[config.mk]
export PLATFORM = sky130hd
export DESIGN_NAME = sys1_rom_loader
export DESIGN_NICKNAME = d
export VERILOG_FILES = /design/src/rtl/sys1_rom_loader.sv
export SDC_FILE = /design/constraint.sdc
export NUM_CORES = 1
export LEC_CHECK = 0
export CAP_MARGIN = 15
export CORE_MARGIN = 5
export CORE_UTILIZATION = 43
export CTS_CLUSTER_DIAMETER = 150
export DETAILED_ROUTE_END_ITERATION = 8
export PLACE_DENSITY_LB_ADDON = 0.15
export SETUP_SLACK_MARGIN = 0.2
export SYNTH_ARGS = -nofsm -noshare
export SYNTH_HDL_FRONTEND = slang
export SYNTH_SLANG_ARGS = --single-unit
[constraint.sdc]
create_clock -name clk -period 3.25 [get_ports clk]
set_input_delay 0.975 -clock clk [delete_from_list [all_inputs] [get_ports clk]]
set_output_delay 0.975 -clock clk [all_outputs]
set_load 0.01 [all_outputs]
[src/rtl/sys1_rom_loader.sv]
// sys1_rom_loader: watches the HPS ioctl download stream. It forwards index-0
// ROM bytes to the game core as a registered write stream, keeps byte-count and
// checksum statistics, latches the sysmode and DIP-switch config bytes, and
// holds the core in reset until a ROM image of sufficient size has been loaded.
module sys1_rom_loader #(
   parameter logic [24:0] MIN_BYTES   = 25'h0C000,
   parameter int unsigned HOLD_CYCLES = 1024
) (
   input  logic        clk,
   input  logic        reset,
   input  logic        ioctl_download,
   input  logic        ioctl_wr,
   input  logic [7:0]  ioctl_index,
   input  logic [24:0] ioctl_addr,
   input  logic [7:0]  ioctl_dout,
   output logic [24:0] rom_addr,
   output logic [7:0]  rom_data,
   output logic        rom_we,
   output logic [7:0]  sysmode,
   output logic [7:0]  dsw0,
   output logic [7:0]  dsw1,
   output logic        core_reset,
   output logic        rom_ready,
   output logic        load_error,
   output logic [24:0] byte_count,
   output logic [7:0]  checksum
);

   typedef enum logic [1:0] {IDLE, LOAD, HOLD, RUN} state_t;

   localparam logic [15:0] HOLD_LAST  = 16'(HOLD_CYCLES - 1);
   localparam logic [24:0] COUNT_MAX  = 25'h1FFFFFF;

   state_t      state_q, state_d;
   logic        dl_prev_q;
   logic        dl_armed_q, dl_armed_d;
   logic [15:0] hold_cnt_q, hold_cnt_d;
   logic        rom_we_q, rom_we_d;
   logic [24:0] rom_addr_q, rom_addr_d;
   logic [7:0]  rom_data_q, rom_data_d;
   logic        core_reset_q, core_reset_d;
   logic        rom_ready_q, rom_ready_d;
   logic        load_error_q, load_error_d;
   logic [24:0] byte_count_q, byte_count_d;
   logic [7:0]  checksum_q, checksum_d;

   // Config bytes are never reset, so they start from a power-up value instead.
   logic [7:0]  sysmode_q = 8'h00;
   logic [7:0]  dsw0_q    = 8'h00;
   logic [7:0]  dsw1_q    = 8'h00;
   logic [7:0]  sysmode_d, dsw0_d, dsw1_d;

   logic        dl_start;
   logic        fwd_wr;
   logic [24:0] count_base;
   logic [7:0]  sum_base;

   // Next-state logic for the loader FSM, the forwarded write stream and the stats.
   // dl_armed_q blocks a false start when reset is released with a download
   // already in progress: a start is only recognised after download has been seen low.
   always_comb begin
      dl_start = ioctl_download & ~dl_prev_q & dl_armed_q & (ioctl_index == 8'd0);
      fwd_wr   = ioctl_wr & ioctl_download & (ioctl_index == 8'd0)
                 & ((state_q == LOAD) | dl_start);

      state_d      = state_q;
      hold_cnt_d   = hold_cnt_q;
      load_error_d = load_error_q;
      dl_armed_d   = dl_armed_q | ~ioctl_download;

      case (state_q)
         LOAD: begin
            if (!ioctl_download) begin
               if (byte_count_q >= MIN_BYTES) begin
                  state_d    = HOLD;
                  hold_cnt_d = 16'd0;
               end else begin
                  state_d      = IDLE;
                  load_error_d = 1'b1;
               end
            end
         end
         HOLD: begin
            if (dl_start) begin
               state_d      = LOAD;
               load_error_d = 1'b0;
            end else if (hold_cnt_q == HOLD_LAST) begin
               state_d = RUN;
            end else begin
               hold_cnt_d = hold_cnt_q + 16'd1;
            end
         end
         default: begin
            if (dl_start) begin
               state_d      = LOAD;
               load_error_d = 1'b0;
            end
         end
      endcase

      count_base = dl_start ? 25'd0 : byte_count_q;
      sum_base   = dl_start ? 8'd0  : checksum_q;

      byte_count_d = count_base;
      checksum_d   = sum_base;
      rom_we_d     = fwd_wr;
      rom_addr_d   = rom_addr_q;
      rom_data_d   = rom_data_q;
      if (fwd_wr) begin
         if (count_base != COUNT_MAX) begin
            byte_count_d = count_base + 25'd1;
         end
         checksum_d = sum_base + ioctl_dout;
         rom_addr_d = ioctl_addr;
         rom_data_d = ioctl_dout;
      end

      core_reset_d = (state_d != RUN);
      rom_ready_d  = (state_d == RUN);
   end

   // Loader FSM and all of its registered outputs; reset wins over everything.
   always_ff @(posedge clk) begin
      if (reset) begin
         state_q      <= IDLE;
         dl_prev_q    <= 1'b0;
         dl_armed_q   <= ~ioctl_download;
         hold_cnt_q   <= 16'd0;
         rom_we_q     <= 1'b0;
         rom_addr_q   <= 25'd0;
         rom_data_q   <= 8'd0;
         core_reset_q <= 1'b1;
         rom_ready_q  <= 1'b0;
         load_error_q <= 1'b0;
         byte_count_q <= 25'd0;
         checksum_q   <= 8'd0;
      end else begin
         state_q      <= state_d;
         dl_prev_q    <= ioctl_download;
         dl_armed_q   <= dl_armed_d;
         hold_cnt_q   <= hold_cnt_d;
         rom_we_q     <= rom_we_d;
         rom_addr_q   <= rom_addr_d;
         rom_data_q   <= rom_data_d;
         core_reset_q <= core_reset_d;
         rom_ready_q  <= rom_ready_d;
         load_error_q <= load_error_d;
         byte_count_q <= byte_count_d;
         checksum_q   <= checksum_d;
      end
   end

   // Config byte decode: index 1 addr 0 is sysmode, index 254 addr 0/1 are the DIP banks.
   always_comb begin
      sysmode_d = sysmode_q;
      dsw0_d    = dsw0_q;
      dsw1_d    = dsw1_q;
      if (ioctl_wr && !reset) begin
         if (ioctl_index == 8'd1 && ioctl_addr == 25'd0) begin
            sysmode_d = ioctl_dout;
         end
         if (ioctl_index == 8'd254 && ioctl_addr[24:1] == 24'd0) begin
            if (ioctl_addr[0]) begin
               dsw1_d = ioctl_dout;
            end else begin
               dsw0_d = ioctl_dout;
            end
         end
      end
   end

   // Config registers survive reset; reset only suppresses a coincident write.
   always_ff @(posedge clk) begin
      sysmode_q <= sysmode_d;
      dsw0_q    <= dsw0_d;
      dsw1_q    <= dsw1_d;
   end

   assign rom_addr   = rom_addr_q;
   assign rom_data   = rom_data_q;
   assign rom_we     = rom_we_q;
   assign sysmode    = sysmode_q;
   assign dsw0       = dsw0_q;
   assign dsw1       = dsw1_q;
   assign core_reset = core_reset_q;
   assign rom_ready  = rom_ready_q;
   assign load_error = load_error_q;
   assign byte_count = byte_count_q;
   assign checksum   = checksum_q;

endmodule

# == Yosys cells after proc, flatten, opt, wreduce, memory -nomap -nowiden ==
# Index checks and enable logic that the tools add are counted.
# totals
register_bits,114
latch_bits,0
ramBits,0
mem_bits_ro,0
inputBits,45
out_inout_bits,94
wordCells,78
n_memories,0
# op_classes
add_sub_neg,3
multipliers,0
n_div,0
n_lt_le_gt_ge,1
n_eq_ne,13
shift,0
muxes,21
bitwise,11
reduce_logical,14
# ops
cell,count
25-bit two-way mux,3
16-bit two-way mux,4
16-bit case mux with 2 select lines,1
25-bit by 1-bit adder with 25-bit output (second input constant),1
25-bit by 16-bit greater-or-equal comparator with 1-bit output (second input constant),1
25-bit zero test,1
25-bit inequality test (second input constant),1
24-bit zero test,1
16-bit by 1-bit adder with 16-bit output (second input constant),1
16-bit by 10-bit equality test with 1-bit output (second input constant),1
8-bit two-way mux,2
2-bit two-way mux,5
2-bit inequality test (second input constant),5
3-bit AND reduction,3
8-bit adder,1
8-bit by 1-bit equality test with 1-bit output (second input constant),1
8-bit equality test (second input constant),1
8-bit zero test,1
1-bit bitwise AND,6
1-bit two-way mux,5
5-bit AND reduction,1
2-bit equality test (second input constant),2
2-bit case mux with 2 select lines,1
2-bit nonzero test,2
other kinds (7),12

# == Logic depth before layout (Yosys ltp) ==
# logic_depth
depth_word,8
depth_mapped,13
mapped_depth_nobuf,12

# == Least setup slack after synthesis ==
# No wires, ideal clock.
# synth_path
kind,input -> register
from,input ioctl_index[7]
to,"register checksum_q[7], in the netlist checksum[7]"
arrival_time_ns,3.421
t_required_ns,3.179
slack_ns,-0.242
cell_stages,13
n_path_buf,2
path_cell_list,nor4_2 > nand4_1 > clkbuf_1 > clkbuf_1 > nand2_1 > inv_1 > ha_1 > a21oi_1 > o211ai_1 > o41ai_1 > xor2_1 > a211o_1 > a21oi_1
# synth_between
elab_chain_len,5
# synth_rtl
item,line_no,rtl
"start, declared",13,"input logic [7:0] ioctl_index,"
8-bit zero test (*),"62, 63",
1-bit bitwise AND,62,dl_start = ioctl_download & ~dl_prev_q & dl_armed_q & (ioctl_index == 8'd0);
8-bit two-way mux / 1-bit OR (equally long branches),"102, 64",
8-bit adder / 1-bit bitwise AND (equally long branches),"113, 64",
8-bit two-way mux (*),109,if (fwd_wr) begin
"end signal, assigned",149,checksum_q <= checksum_d;
"end, declared",45,"logic [7:0] checksum_q, checksum_d;"
# Every way passes the cells marked *; elsewhere a longest branch is shown, timed or not.
# A chain may end at the register's enable or synchronous reset.

# == Worst setup path in the final report ==
# layout_path
from,input ioctl_index[3]
to,"register checksum_q[7], in the netlist checksum[7]"
# The elaborated chain is that of the path after synthesis.

==> impl_metrics.tcl <==
set metrics [dict create \
    status "completed" \
    worstSetupEndpointType "flip-flop" \
    avgSynthCellArea_um2 9.15 \
    grt_use_total_pct 20.1 \
    portBuffers 138 \
    syn_nets 606 \
    crit_path_start_kind "input port" \
    ant_nets 0 \
    dp_hpwl_um 9870 \
    ys_types 52 \
    cts_buffers 17 \
    worst-path-max-fanout 6 \
    cts_tree "built" \
    drv_cap 0 \
    async_reset_ff_share_pct 0 \
    slew-limit-headroom_pct 60.0 \
    vdd_ir_drop_max_mv 0.252 \
    cellPowerDensity_mw_per_mm2 473 \
    die-area_mm2 0.0139 \
    place_congestion 0.814 \
    viasPerCell 5.18 \
    max_freq_mhz 339 \
    synth_top_cell_by_area "dfxtp_1" \
    core-area_mm2 0.0114 \
    grt_pass1_vias 4720 \
    cts_root_buffer "clkbuf_16" \
    route.detailed.drc 0 \
    grt_start_max_net_pins 56 \
    worstSetupPathType "input port to flip-flop" \
    cts.sinks 114 \
    whs_ns 0.451 \
    synthTopCellsByCount "nand2_1 (94), dfxtp_1 (90), nor2_1 (54)" \
    multi_input_area_mm2 0.00252 \
    wl_per_cell_um 15.6 \
    clk_pin_slew_ns 0.05 \
    clk_latency_ns 0.41 \
    setup_violations 0 \
    power_switching_w 0.000740 \
    cellLeakagePower_nw 2.65 \
    drt_pre_antenna_iters 4 \
    overflow 0 \
    htree_levels 4 \
    clockBufferDepth 2 \
    p_comb_share_pct 3.4 \
    clkPwrFrac_pct 56.7 \
    chipWidth_um 118 \
    antenna_cells 0 \
    skew_ns 0.00647 \
    area_delta_synth_final_pct 52.2 \
    synth-warning-count 0 \
    drt-total-wl_um 13800 \
    synth-edff-count 24 \
    p_sw_share_pct 20.4 \
    drive_gt1_share_pct 17.4 \
    p_int_w 0.00288 \
    netlist_area_mm2 0.00502 \
    io_pins 139 \
    rows 39 \
    tightest_slew_ns 0.600 \
    hold_viol_final 0 \
    drtIter0Drc 203 \
    ys_ff_latch 114 \
    rsz0062_at_grt "true" \
    ys_seq_area_share_pct 50.2 \
    fin_crit_ns 2.95 \
    postLayoutCoreUtil_pct 67.0 \
    synth_area_leaders "dfxtp_1 (36%), edfxtp_1 (14%), nand2_1 (7.0%)" \
    ys.flop_type "dfxtp_1" \
    num-fill-cells 962 \
    maxSlewViolCount 0 \
    arrival_ns 3.28 \
    fin_crit_sh_pct 90.9 \
    synthCells 549 \
    start_util_pct 44.0 \
    synth_top_area_share_pct 35.9 \
    finalNetCount 785 \
    pwr-share-seq_pct 40.0 \
    yosysMostFrequentCell "nand2_1" \
    grt_antenna_before_repair 0 \
    vias 4575 \
    required_ns 3.58 \
    seqCellArea_mm2 0.00252 \
    grt_pass1_wl_um 23200 \
    hold_path_class "flip-flop to flip-flop" \
    fp.dieH_um 118 \
]
[path summary, 6_finish.rpt]
kind | startpoint | to | slack (ns) | cells past startpoint
worst max register to register | dl_armed_q$_DFF_P_ | checksum[7]$_SDFF_PP0_ | 0.77 | 13
worst min register to register | rom_addr[12]$_SDFFE_PP0P_ | rom_addr[12]$_SDFFE_PP0P_ | 0.45 | 2
worst max-delay path | ioctl_index[3] | checksum[7]$_SDFF_PP0_ | 0.30 | 14
worst min-delay path | rom_addr[12]$_SDFFE_PP0P_ | rom_addr[12]$_SDFFE_PP0P_ | 0.45 | 2
[flip-flops by register name (all words and copies together), names as in the netlist, 2 cells and up]
name,flops
rom_data,8
dsw0,8
checksum,8
rom_addr,25
state_q,2
hold_cnt_q,16
dsw1,8
byte_count,25
sysmode,8
[layer usage]
layer | share of wire, % | vias up | wire, µm | track usage (%)
met5 | 0 | - | 0 | 0
met4 | 1.5 | 0 | 201 | 6.81
met3 | 4.0 | 16 | 552 | 5.72
met2 | 51 | 112 | 7090 | 33.8
met1 | 43 | 2162 | 5970 | 24.6
li1 | - | 2285 | - | -
[through the flow]
| step | setup slack, ns | TNS, ns | total power [W] | area [µm²] | cells |
|---|---|---|---|---|---|
| floorplan | -0.0561 | -0.0561 | 0.00151 | 5140 | 549 |
| global placement | -0.499 | -8.22 | 0.00160 | 6860 | 843 |
| detailed placement | -0.558 | -10.81 | 0.00160 | 6860 | 843 |
| CTS | 0.206 | 0 | 0.00366 | 7640 | 881 |
| global route | 0.112 | 0 | 0.00374 | 7650 | 884 |
| finish | 0.297 | 0 | 0.00362 | 7650 | 884 |
[critical path: stages]
cell and delay (ns):
clkbuf_2 0.11, nor4_4 0.35, nand4_1 0.15, buf_6 0.16, buf_4 0.13, nand2_4 0.05
inv_2 0.05, ha_4 0.23, a21oi_4 0.12, o211ai_1 0.12, o41ai_2 0.33, xor2_1 0.22
o211ai_1 0.12, a21oi_1 0.14
[logic make-up after synthesis]
group                    after synthesis  share of synthesized area, %
multiplexers                           1                         0.199
adder cells (fa/ha/maj)               12                          3.14
XOR/XNOR                              39                          6.80
flip-flops                           114                          50.2
buffers and inverters                 37                          3.29
AND/OR/NAND/NOR                      262                          26.2
AO/OA/AOI/OAI                         84                          10.1
[power groups by stage]
stage	logic (W)	registers, W	clock network (W)
after floorplan	0.0000360	0.00148	0
after global placement	0.000121	0.00148	0
after detailed placement	0.000123	0.00148	0
after CTS	0.000123	0.00145	0.00209
after global routing	0.000132	0.00145	0.00216
final	0.000122	0.00145	0.00205
[placed cells by master, fill, tap and decap left out, types with 5 or more instances in the layout]
cell | Yosys | layout
bufinv_16 | 0 | 5
clkdlybuf4s50_1 | 0 | 128
and2_4 | 0 | 5
nor4_1 | 10 | 10
xnor2_1 | 22 | 22
nor3_2 | 7 | 8
nand4_1 | 16 | 16
inv_1 | 12 | 10
and3_1 | 7 | 7
o2111ai_1 | 6 | 5
clkbuf_16 | 0 | 17
nor2_1 | 54 | 53
a21oi_1 | 48 | 46
nand2_1 | 94 | 93
dfxtp_1 | 90 | 90
nor3_1 | 8 | 6
nand3_1 | 20 | 19
buf_4 | 0 | 44
clkbuf_2 | 0 | 7
ha_4 | 0 | 7
edfxtp_1 | 24 | 24
xor2_1 | 17 | 17
and2_1 | 17 | 12
o21ai_0 | 11 | 9
[layout make-up]
type	count	share of cell area (%)
well taps	143	2.34
flip-flops and latches	114	33.0
inverters	12	0.589
repair buffers	185	22.5
clock inverters	15	3.03
clock buffers	17	5.56
multi-input cells	398	33.0
[what timing repair did]
action | in CTS | in global routing
setup buffers | 6 | 3
hold buffers | 0 | 0
resized for setup | 27 | 16
pin swaps | 14 | 14
setup endpoints to repair | 27 | 18
Power figures use the tool's default switching activity.
